**src/rtl/pmod_als_sensor_emulator_if.sv**
```systemverilog
// rtl/pmod_als_sensor_emulator_if.sv - SPI pins and sample handshake of the ALS emulator
interface pmod_als_sensor_emulator_if #(
  parameter int DATA_WIDTH = 8
);
  logic                  cs;
  logic                  sck;
  logic                  sdo;
  logic                  sample_valid;
  logic [DATA_WIDTH-1:0] sample_data;
  logic                  sample_ready;

  modport master (
    output cs, sck, sample_valid, sample_data,
    input  sdo, sample_ready
  );

  modport slave (
    input  cs, sck, sample_valid, sample_data,
    output sdo, sample_ready
  );
endinterface

```
**src/rtl/pmod_als_sensor_emulator.sv**
```systemverilog
// rtl/pmod_als_sensor_emulator.sv - SPI responder emulating the PMOD ALS 8-bit light sensor
module pmod_als_sensor_emulator #(
  parameter int SYNC_STAGES = 2,
  parameter int FRAME_BITS  = 16,
  parameter int DATA_WIDTH  = 8
) (
  input  logic                           clk,
  input  logic                           rst_n,
  pmod_als_sensor_emulator_if.slave      bus,
  output logic                           busy,
  output logic                           frame_done,
  output logic                           short_frame,
  output logic [15:0]                    frame_count
);
  localparam int CW = $clog2(FRAME_BITS + 1);

  typedef enum logic {IDLE, SHIFT} state_t;

  logic [SYNC_STAGES-1:0] cs_sync_q, sck_sync_q, fill_q;
  logic                   cs_prev_q, sck_prev_q;
  logic                   cs_s, sck_s, sync_valid;
  logic                   cs_fall, cs_rise, sck_fall;

  state_t                 state_q, state_d;
  logic [CW-1:0]          cnt_q, cnt_d;
  logic                   sdo_q, sdo_d;
  logic [DATA_WIDTH-1:0]  cur_q, cur_d, pend_q, pend_d;
  logic                   pend_full_q, pend_full_d;
  logic                   armed_q, armed_d;
  logic                   done_q, done_d, short_q, short_d;
  logic [15:0]            count_q, count_d;
  logic [FRAME_BITS-1:0]  frame, frame_sh;

  assign cs_s       = cs_sync_q[SYNC_STAGES-1];
  assign sck_s      = sck_sync_q[SYNC_STAGES-1];
  // Synchronizer reset values are not real pin samples; fill_q marks when they are.
  assign sync_valid = fill_q[SYNC_STAGES-1];
  assign cs_fall    = cs_prev_q & ~cs_s;
  assign cs_rise    = ~cs_prev_q & cs_s;
  assign sck_fall   = sck_prev_q & ~sck_s;

  assign frame    = FRAME_BITS'({cur_q, 5'b00000});
  assign frame_sh = frame << cnt_q;

  always_ff @(posedge clk or negedge rst_n) begin
    if (!rst_n) begin
      cs_sync_q  <= '1;
      sck_sync_q <= '1;
      fill_q     <= '0;
      cs_prev_q  <= 1'b1;
      sck_prev_q <= 1'b1;
    end else begin
      cs_sync_q  <= {cs_sync_q[SYNC_STAGES-2:0], bus.cs};
      sck_sync_q <= {sck_sync_q[SYNC_STAGES-2:0], bus.sck};
      fill_q     <= {fill_q[SYNC_STAGES-2:0], 1'b1};
      cs_prev_q  <= cs_s;
      sck_prev_q <= sck_s;
    end
  end

  always_ff @(posedge clk or negedge rst_n) begin
    if (!rst_n) begin
      state_q     <= IDLE;
      cnt_q       <= '0;
      sdo_q       <= 1'b0;
      cur_q       <= '0;
      pend_q      <= '0;
      pend_full_q <= 1'b0;
      armed_q     <= 1'b0;
      done_q      <= 1'b0;
      short_q     <= 1'b0;
      count_q     <= '0;
    end else begin
      state_q     <= state_d;
      cnt_q       <= cnt_d;
      sdo_q       <= sdo_d;
      cur_q       <= cur_d;
      pend_q      <= pend_d;
      pend_full_q <= pend_full_d;
      armed_q     <= armed_d;
      done_q      <= done_d;
      short_q     <= short_d;
      count_q     <= count_d;
    end
  end

  always_comb begin
    state_d     = state_q;
    cnt_d       = cnt_q;
    sdo_d       = sdo_q;
    cur_d       = cur_q;
    pend_d      = pend_q;
    pend_full_d = pend_full_q;
    armed_d     = armed_q | (sync_valid & cs_s);
    done_d      = 1'b0;
    short_d     = 1'b0;
    count_d     = count_q;

    if (bus.sample_valid && !pend_full_q) begin
      pend_d      = bus.sample_data;
      pend_full_d = 1'b1;
    end

    case (state_q)
      IDLE: begin
        sdo_d = 1'b0;
        if (cs_fall && armed_q) begin
          state_d = SHIFT;
          cnt_d   = '0;
          if (pend_full_q) begin
            cur_d       = pend_q;
            pend_full_d = 1'b0;
          end
        end
      end
      SHIFT: begin
        // cs_rise outranks a coincident sck fall, which is then not counted.
        if (cs_rise) begin
          state_d = IDLE;
          sdo_d   = 1'b0;
          if (cnt_q == CW'(FRAME_BITS)) begin
            done_d  = 1'b1;
            count_d = count_q + 16'd1;
          end else begin
            short_d = 1'b1;
          end
        end else if (sck_fall) begin
          if (cnt_q != CW'(FRAME_BITS)) begin
            sdo_d = frame_sh[FRAME_BITS-1];
            cnt_d = cnt_q + CW'(1);
          end else begin
            sdo_d = 1'b0;
          end
        end
      end
      default: state_d = IDLE;
    endcase
  end

  assign bus.sdo          = sdo_q;
  assign bus.sample_ready = ~pend_full_q;
  assign busy             = (state_q == SHIFT);
  assign frame_done       = done_q;
  assign short_frame      = short_q;
  assign frame_count      = count_q;
endmodule
```
**src/flat_wrapper.sv**
```systemverilog
// flat-port wrapper written by rule: the top's interface ports become plain ports
module pmod_als_sensor_emulator_flat 
#(
  parameter int SYNC_STAGES = 2,
  parameter int FRAME_BITS  = 16,
  parameter int DATA_WIDTH  = 8
)
  (clk, rst_n, busy, frame_done, short_frame, frame_count, bus_cs, bus_sck, bus_sample_valid, bus_sample_data, bus_sdo, bus_sample_ready);
  pmod_als_sensor_emulator_if #(.DATA_WIDTH(DATA_WIDTH)) bus_i ();
  input  logic clk;
  input  logic rst_n;
  output logic busy;
  output logic frame_done;
  output logic short_frame;
  output logic [15:0] frame_count;
  input wire logic [$bits(bus_i.cs)-1:0] bus_cs;
  input wire logic [$bits(bus_i.sck)-1:0] bus_sck;
  input wire logic [$bits(bus_i.sample_valid)-1:0] bus_sample_valid;
  input wire logic [$bits(bus_i.sample_data)-1:0] bus_sample_data;
  output wire logic [$bits(bus_i.sdo)-1:0] bus_sdo;
  output wire logic [$bits(bus_i.sample_ready)-1:0] bus_sample_ready;
  assign bus_i.cs = bus_cs;
  assign bus_i.sck = bus_sck;
  assign bus_i.sample_valid = bus_sample_valid;
  assign bus_i.sample_data = bus_sample_data;
  assign bus_sdo = bus_i.sdo;
  assign bus_sample_ready = bus_i.sample_ready;
  pmod_als_sensor_emulator #(.SYNC_STAGES(SYNC_STAGES), .FRAME_BITS(FRAME_BITS), .DATA_WIDTH(DATA_WIDTH)) u_core (.clk(clk), .rst_n(rst_n), .bus(bus_i), .busy(busy), .frame_done(frame_done), .short_frame(short_frame), .frame_count(frame_count));
endmodule
```
**config.mk**
```make
export PLATFORM = sky130hd
export DESIGN_NAME = pmod_als_sensor_emulator_flat
export DESIGN_NICKNAME = d
export VERILOG_FILES = /design/src/rtl/pmod_als_sensor_emulator_if.sv /design/src/rtl/pmod_als_sensor_emulator.sv /design/src/flat_wrapper.sv
export SDC_FILE = /design/constraint.sdc
export NUM_CORES = 1
export LEC_CHECK = 0
export ABC_AREA = 1
export CORE_AREA = 5 5 69 71
export DETAILED_ROUTE_END_ITERATION = 16
export DIE_AREA = 0 0 74 76
export DONT_BUFFER_PORTS = 1
export PLACE_DENSITY = 0.73
export SLEW_MARGIN = 20
export SYNTH_ARGS = -nofsm -noshare
export SYNTH_HDL_FRONTEND = slang
export SYNTH_SLANG_ARGS = --single-unit
```
**constraint.sdc**
```tcl
create_clock -name clk -period 1.9 [get_ports clk]
set_clock_uncertainty 0.2 [all_clocks]
set_input_delay 0.285 -clock clk [delete_from_list [all_inputs] [get_ports clk]]
set_output_delay 0.285 -clock clk [all_outputs]
set_load 0.1 [all_outputs]
```
==> flow_summary.json, run 1 <==
{
  "antenna_found_initial": 0,
  "rows": 24,
  "io_pins": 34,
  "rsz0062_at_grt": "false",
  "max_freq_ghz": 0.5748,
  "vias": 1898,
  "clock_path_buffers": 2,
  "path_max_fanout": 15,
  "cts_setup_buffers": 0,
  "yosys-top-cells-area": "dfrtp_1 (46%), nand2_1 (15%), dfstp_2 (6.5%), inv_1 (5.3%), nor2_1 (4.8%)",
  "synth.top_cell.area_share_pct": 46.37,
  "wl_per_cell_um": 12.31,
  "startpoint": "u_core.cnt_q[0]",
  "die-area_sq_um": 5624,
  "start_kind": "flop",
  "clockPowerShare_pct": 24.9,
  "core_sq_um": 4174,
  "grt_max_degree": 52,
  "setup_viol": 0,
  "place_congestion": 0.8308,
  "grt_pass1_vias": 1826,
  "r2r_slack_ns": 0.16,
  "worstPathCellList": "inv_1, ha_1, nand3_2, nor2_8, buf_4, nand2_1, o21ai_0",
  "syn-num-nets": 309,
  "postPlaceCellArea_sq_um": 2660,
  "post-route-util_pct": 69.54,
  "final_common_cell": "nand2_1",
  "fin_crit_ns": 1.740,
  "endpoint": "u_core.frame_count[7]",
  "comb_power_share_pct": 23.2,
  "clkSinkCount": 51,
  "cts_root_buf": "clkbuf_8",
  "drt-total-wl_um": 4753,
  "p_seq_share_pct": 51.9,
  "crit_path_top_delay_cell": "dfrtp_1",
  "reg2regPathDepth": 7,
  "worst-setup-path-type": "flop to flop",
  "p_leak_uw": 0.001418,
  "fillers": 347,
  "worst_hold_slack_ns": 0.1567,
  "outcome": "finished clean",
  "worstPathArrival_ns": 1.76,
  "slew_viol_final": 0,
  "die_w_um": 74,
  "syn_inst": 293,
  "synth_warnings": 0,
  "initial_utilization_pct": 58.18,
  "synthesis.area_sq_um": 2429,
  "diodes": 0,
  "synthDistinctLibCells": 26,
  "worstSetupEndpointType": "flop",
  "seq_area_frac_synth_pct": 52.86,
  "routed_via_density": 4.917,
  "yosys.area.top_type": "dfrtp_1",
  "ys_ff_latch": 51,
  "internal-power_uw": 1772,
  "firstDrtPassIters": 4,
  "regArea_sq_um": 1299,
  "crit_buf_inv": 2,
  "crit-reg2reg-capture": "u_core.frame_count[7]",
  "drc_errors": 0,
  "grt_pass1_wl_um": 8321,
  "ys_async_sr_fraction_pct": 100.0,
  "p_sw_share_pct": 33.38,
  "path_clk_slew_ns": 0.10,
  "drive_above_1_share_pct": 19.16,
  "cp.required_ns": 1.92,
  "min_period_over_period_pct": 91.57,
  "finalHoldViolations": 0,
  "htreeDepth": 2,
  "io_buffers": 0,
  "timing.max_cap.violations": 0,
  "ant_nets": 0,
  "synth_ff_type": "dfrtp_1",
  "cpPeakStageDelay_ns": 0.39,
  "numCtsBuffers": 5,
  "fin_nets": 349,
  "insertion_delay_ns": 0.31,
  "drt_iter0_markers": 145,
  "avgSynthCellArea_sq_um": 8.289,
  "syn2layout_area_growth_pct": 19.53,
  "crit_family": "simple AND/OR/NAND/NOR gates",
  "grt_usage_pct": 18.86,
  "synth_edf_count": 0,
  "crit_cells": 7,
  "pwr_density_cell_nw_per_um2": 916.2,
  "hold_path.class": "flop to flop",
  "multi_input_area_sq_um": 973.4,
  "reg2reg_from": "u_core.cnt_q[0]",
  "grt_overflow": 0,
  "hpwl_um": 3300,
  "ir_drop_uv": 907.0,
  "final_cell_mix": "nand2_1 (96), inv_1 (33), dfrtp_1 (33)",
  "cts_tree": "yes",
  "setup_tns_ns": 0,
  "p_switching_uw": 887.7,
  "die_y_um": 76,
  "design_area_sq_um": 2903
}
## cells by family after synthesis
family | Yosys count | synth area share [%]
DFF | 51 | 52.86
AOI/OAI and AO/OA | 32 | 6.698
adders and majority gates | 3 | 1.546
and+or+nand+nor | 155 | 28.08
other | 1 | 0.1544
xor gates and xnor gates | 10 | 3.606
buffers and inverters | 41 | 7.058
## cell type report
class | instances | area share, %
multi-input combinational | 201 | 33.53
clock buffer | 5 | 2.371
timing repair buffer | 37 | 11.29
clock inverter | 3 | 0.9052
inverter | 37 | 4.914
sequential | 51 | 44.74
tap | 52 | 2.241
## state kept, by name, summed over array words and instances, names as in the netlist
register,flops
u_core.frame_done,1
u_core.short_frame,1
u_core.frame_count,16
u_core.cnt_q,5
u_core.sck_prev_q,1
u_core.armed_q,1
u_core.bus.sdo,1
u_core.pend_full_q,1
u_core.sck_sync_q,2
u_core.cur_q,8
u_core.cs_prev_q,1
u_core.pend_q,8
u_core.cs_sync_q,2
u_core.fill_q,2
u_core.busy,1
## power groups by stage
stage               clock network, uW  registers [uW]  logic (uW)
CTS                               680            1380         614
floorplan                           0            1440         385
finish                            663            1380         616
global placement                    0            1390         546
global route                      736            1400         712
detailed placement                  0            1400         556
## Yosys cell counts (3+ instances only)
cell type,number
dfrtp_1,45
a21oi_1,9
nand4_1,5
nor2_1,31
xnor2_1,4
nand3_1,12
dfstp_2,6
ha_1,3
inv_1,34
nand3_2,3
o21ai_0,20
inv_2,3
nand2_1,96
xor2_1,6
## per-stage QoR
| step | worst slack, ns | power (uW) | std cells |
|---|---|---|---|
| 3_3_place_gp | 0.2289 | 1941 | 365 |
| 2_1_floorplan | -0.002567 | 1822 | 293 |
| 5_1_grt | 0.02192 | 2849 | 386 |
| 4_1_cts | 0.1494 | 2673 | 386 |
| 6_report | 0.1601 | 2659 | 386 |
| 3_5_place_dp | 0.1927 | 1955 | 365 |
## worst min-delay path by stage
stage,depth (start not counted),start,end,slack [ns]
floorplan,0,rst_n,u_core.armed_q,-0.21
global placement,0,rst_n,u_core.cnt_q[3],-0.21
detailed placement,0,rst_n,u_core.cnt_q[3],-0.21
CTS,0,u_core.fill_q[0],u_core.fill_q[1],0.16
global route,0,u_core.fill_q[0],u_core.fill_q[1],0.17
finish,0,u_core.fill_q[0],u_core.fill_q[1],0.16
## routing by layer
| metal | wire, um | track usage [%] |
|---|---|---|
| met4 | 48 | 5.797 |
| met3 | 263 | 4.881 |
| met5 | 0 | 0 |
| met1 | 2285 | 27.90 |
| met2 | 2157 | 27.04 |
## worst reg2reg max path: stages (launching register included)
cell,delay [ns]
dfrtp_1,0.39
inv_1,0.14
ha_1,0.18
nand3_2,0.16
nor2_8,0.27
buf_4,0.18
nand2_1,0.05
o21ai_0,0.07
## timing repair
| action | CTS | global route |
|---|---|---|
| endpoints found under the setup margin | 0 | 0 |
| hold buffers | 13 | 0 |
| resized for setup | 0 | 0 |
| endpoints found under the hold margin | 62 | 0 |
Note: power is estimated with default switching activity, not from simulation.
==> run 2: changes to the inputs <==
--- a/config.mk
+++ b/config.mk
@@ -6,6 +6,7 @@
 export NUM_CORES = 1
 export LEC_CHECK = 0
 export ABC_AREA = 1
+export CAP_MARGIN = 40
 export CORE_AREA = 5 5 69 71
 export DETAILED_ROUTE_END_ITERATION = 16
 export DIE_AREA = 0 0 74 76
==> results of run 2 <==
Final layout, timing and power as in run 1 (identical DEF).
